[src/rtl/button_debouncer_if.sv]
// Pushbutton debouncer signal bundle: raw pin in, clean level and
// qualification status out.
interface button_debouncer_if;
  logic in;
  logic out;
  logic busy;

  modport master (output in, input out, input busy);
  modport slave  (input in, output out, output busy);
endinterface

[src/rtl/button_debouncer.sv]
// Two-flop synchroniser plus hold-time qualifier: out follows the button
// only after it has disagreed with out for STABLE_CYCLES consecutive clocks.
module button_debouncer #(
  parameter int   STABLE_CYCLES = 500000,
  parameter logic ACTIVE_LOW    = 1'b1,
  parameter int   CNT_W         = $clog2(STABLE_CYCLES) + 1
) (
  input logic            clk,
  input logic            reset,
  button_debouncer_if.slave bif
);

  localparam logic [CNT_W-1:0] CNT_LAST = CNT_W'(STABLE_CYCLES - 1);

  logic             p;
  logic             s1, s2;
  logic             out_q, out_nxt;
  logic [CNT_W-1:0] count, count_nxt;

  // Normalise polarity ahead of the synchroniser so everything downstream
  // sees 1 = pressed.
  assign p = bif.in ^ ACTIVE_LOW;

  always_ff @(posedge clk) begin
    if (reset) begin
      s1 <= 1'b0;
      s2 <= 1'b0;
    end else begin
      s1 <= p;
      s2 <= s1;
    end
  end

  // Any cycle of agreement wipes the count: no partial credit for bounces.
  always_comb begin
    count_nxt = count;
    out_nxt   = out_q;
    if (s2 == out_q) begin
      count_nxt = '0;
    end else if (count == CNT_LAST) begin
      out_nxt   = s2;
      count_nxt = '0;
    end else begin
      count_nxt = count + CNT_W'(1);
    end
  end

  always_ff @(posedge clk) begin
    if (reset) begin
      count <= '0;
      out_q <= 1'b0;
    end else begin
      count <= count_nxt;
      out_q <= out_nxt;
    end
  end

  assign bif.out  = out_q;
  assign bif.busy = (count != '0);

endmodule
[src/flat_wrapper.sv]
// flat-port wrapper written by rule: the top's interface ports become plain ports
module button_debouncer_flat 
#(
  parameter int   STABLE_CYCLES = 500000,
  parameter logic ACTIVE_LOW    = 1'b1,
  parameter int   CNT_W         = $clog2(STABLE_CYCLES) + 1
)
  (clk, reset, bif_in, bif_out, bif_busy);
  button_debouncer_if bif_i ();
  input logic clk;
  input logic reset;
  input wire logic [$bits(bif_i.in)-1:0] bif_in;
  output wire logic [$bits(bif_i.out)-1:0] bif_out;
  output wire logic [$bits(bif_i.busy)-1:0] bif_busy;
  assign bif_i.in = bif_in;
  assign bif_out = bif_i.out;
  assign bif_busy = bif_i.busy;
  button_debouncer #(.STABLE_CYCLES(STABLE_CYCLES), .ACTIVE_LOW(ACTIVE_LOW), .CNT_W(CNT_W)) u_core (.clk(clk), .reset(reset), .bif(bif_i));
endmodule
[config.mk]
export PLATFORM = sky130hd
export DESIGN_NAME = button_debouncer_flat
export DESIGN_NICKNAME = d
export VERILOG_FILES = /design/src/rtl/button_debouncer_if.sv /design/src/rtl/button_debouncer.sv /design/src/flat_wrapper.sv
export SDC_FILE = /design/constraint.sdc
export NUM_CORES = 1
export LEC_CHECK = 0
export BUFFER_PORTS_ARGS = -buffer_cell sky130_fd_sc_hd__buf_4
export CORE_ASPECT_RATIO = 0.75
export CORE_MARGIN = 4
export CORE_UTILIZATION = 51
export CTS_CLUSTER_DIAMETER = 40
export DETAILED_ROUTE_END_ITERATION = 10
export PLACE_DENSITY = 0.68
export SYNTH_ARGS = -nofsm -noshare
export SYNTH_HDL_FRONTEND = slang
export SYNTH_SLANG_ARGS = --single-unit
[constraint.sdc]
create_clock -name clk -period 1.9 [get_ports clk]
set_input_delay 0.57 -clock clk [delete_from_list [all_inputs] [get_ports clk]]
set_output_delay 0.57 -clock clk [all_outputs]
set_load 0.1 [all_outputs]
==> results.toml <==
[run_status]
status = "finished, violations left"
violations = "negative setup slack"

[detailed_routing]
vias_per_cell = 5.54
postRouteAntennaNets = 0
drc = 0
drt_first_pass_iters = 4
first_iter_violations = 63
routedWlPerCell_um = 13.6
vias = 898
routed_wirelength_um = 2210

[synthesis]
synth.top_cells.by_area = "dfxtp_1 40%, xnor2_1 11%, nor2_1 8.9%"
yosys.cell_types.count = 33
synth.most_common_cell = "nor2_1"
synth_edf_count = 0
synth.ff_latch_count = 23
synth_top_area_share_pct = 40.3
synth_top_area_cell = "dfxtp_1"
syn_avg_cell_area_um2 = 9.15
syn_nets = 130
seq_area_frac_synth_pct = 40.3
synthTopCellsByCount = "27 x nor2_1, 23 x dfxtp_1, 14 x xnor2_1"
synthArstFlopShare_pct = 0
syn_inst = 125
yosys_warnings = 0
ys.flop_type = "dfxtp_1"
synth_area_um2 = 1140

[finish]
layout.cells.non_filler = 162
utilization_pct = 63.7
fillers = 181
final_cell_area_um2 = 1320
layout-drive-gt1-share_pct = 23.2
fin_nets = 144
diodes = 0
syn_to_final_growth_pct = 15.2

[global_routing]
antenna_found_initial = 0
grt_pass1_vias = 902
grt_pass1_wl_um = 3990
grt_max_degree = 13
groute.usage.overall_pct = 16.1
grt_overflow = 0

[floorplan]
fp.coreArea_um2 = 2070
num_rows = 14
die_w_um = 62.7
start_util_pct = 55.3
die_area_um2 = 3070
ios = 5
die_y_um = 49.0

[power_and_ir_drop]
p_seq_share_pct = 66.3
p_leak_nw = 0.428
power_density_nw_per_um2 = 556
combPwrFrac_pct = 3.1
p_sw_mw = 0.156
intPower_mw = 0.577
peakVddDrop_mv = 0.370
swShare_pct = 21.2
clkPwrFrac_pct = 30.5

[clocking]
cts_sinks = 23
clk_latency_ns = 0.31
clock_path_buffers = 2
path_clk_slew_ns = 0.13
tritoncts = "yes"
cts_root_buffer = "clkbuf_4"
numCtsBuffers = 3
htree_levels = 1
hold_buffers = 0

[timing]
rsz0062_at_grt = "yes"
maxSlewViolCount = 0
worst_hold_slack_ns = 0.395
finalSetupViolCount = 1
finClkSkew_ns = 0.0109
finalHoldViolCount = 0
max-slew-margin-rel_pct = 71.1
worstMarginPinSlew_ns = 0.430
fin_crit_sh_pct = 108
setup_slack_ns = -0.153
max_freq_ghz = 0.487
period_needed_ns = 2.05

[hold_path]
min_path_type = "in2reg"
min_path_cells = 2

[place]
place_area_um2 = 1260
dp.cells = 158
place.gp.congestion = 0.800
port_buffers = 4
dp.final_hpwl_um = 1700
dp_slack_ns = 0.0845

[setup_path]
reg2reg_depth = 6
worstSetupEndpointType = "primary output"
worstPathMaxFanout = 4
startpoint_type = "flop"
cp.arrival_ns = 1.48
critPathKind = "reg2out"
worstPathRequired_ns = 1.33
reg2reg_setup_slack_ns = 0.19

[flow_run]
drv_cap = 0
-- metal layers --
layer / global-route usage, % / part of all wire [%]
met5: 0 / 0
met4: 1.83 / 0
met3: 4.84 / 3.5
met2: 26.5 / 48
met1: 21.4 / 49
-- per-stage QoR --
stage | total power, mW | TNS, ns
after detailed placement | 0.519 | 0
final | 0.733 | -0.153
after floorplan | 0.510 | -0.526
after global routing | 0.767 | -0.237
after global placement | 0.518 | 0
after CTS | 0.739 | -0.184
-- critical path, stage by stage (launching register included) --
cell and delay, ns:
dfxtp_1 0.43, inv_1 0.07, ha_1 0.17, nor4b_2 0.15
nand4b_1 0.14, buf_8 0.21
-- worst paths after layout --
check	start	end
max reg2reg	u_core.count[1]	u_core.count[12]
max	u_core.count[1]	bif_busy
min reg2reg	u_core.s1	u_core.s2
min	bif_in	u_core.s1
-- layout make-up --
type	instances	area (µm²)	share of cell area [%]
clock buffers	4	26.3	1.99
inverters	7	26.3	1.99
multi-input cells	92	661	50.1
flip-flops and latches	23	464	35.2
well taps	24	30.0	2.28
repair buffers	12	110	8.36
-- power groups by stage --
| stage | combinational [mW] | sequential (mW) | clock [mW] |
|---|---|---|---|
| 2_1_floorplan | 0.0133 | 0.497 | 0 |
| 3_3_place_gp | 0.0215 | 0.497 | 0 |
| 3_5_place_dp | 0.0220 | 0.497 | 0 |
| 4_1_cts | 0.0233 | 0.486 | 0.229 |
| 5_1_grt | 0.0248 | 0.487 | 0.255 |
| 6_report | 0.0230 | 0.486 | 0.224 |
-- flip-flops by register name, indices dropped and copies added (netlist names) --
register        cells
u_core.count       20
u_core.bif.out      1
u_core.s2           1
u_core.s1           1
-- cell usage in the layout (no fill, tap or decap), types with 2 or more instances in the layout --
| cell type | n |
|---|---|
| nand3_2 | 2 |
| nand3_1 | 6 |
| nor2_1 | 27 |
| nand2_1 | 3 |
| o221ai_1 | 2 |
| ha_1 | 2 |
| nor4_4 | 2 |
| nor4b_2 | 3 |
| dfxtp_1 | 20 |
| nand4_1 | 3 |
| clkbuf_4 | 3 |
| nand2b_1 | 2 |
| mux2i_1 | 3 |
| buf_4 | 10 |
| nor4_1 | 4 |
| xnor2_1 | 14 |
| nor3_1 | 6 |
| dfxtp_2 | 3 |
| inv_1 | 7 |
-- logic make-up (layout without fill, tap and decap cells) --
family / count (synthesis) / after routing / share of synthesized area [%]
multiplexers: 3 / 3 / 2.63
AND/OR/NAND/NOR: 67 / 67 / 35.7
buffers and inverters: 10 / 23 / 3.83
adder cells (fa/ha/maj): 2 / 2 / 2.19
XOR/XNOR: 15 / 15 / 11.5
flip-flops: 23 / 23 / 40.3
AO/OA/AOI/OAI: 5 / 5 / 3.94
-- repair_timing --
| item | in CTS | in global routing |
|---|---|---|
| buffers inserted | 0 | 0 |
| setup endpoints to repair | 1 | 1 |
| gates resized for setup | 7 | 1 |
| pin swaps | 2 | 1 |
Power figures use the tool's default switching activity.
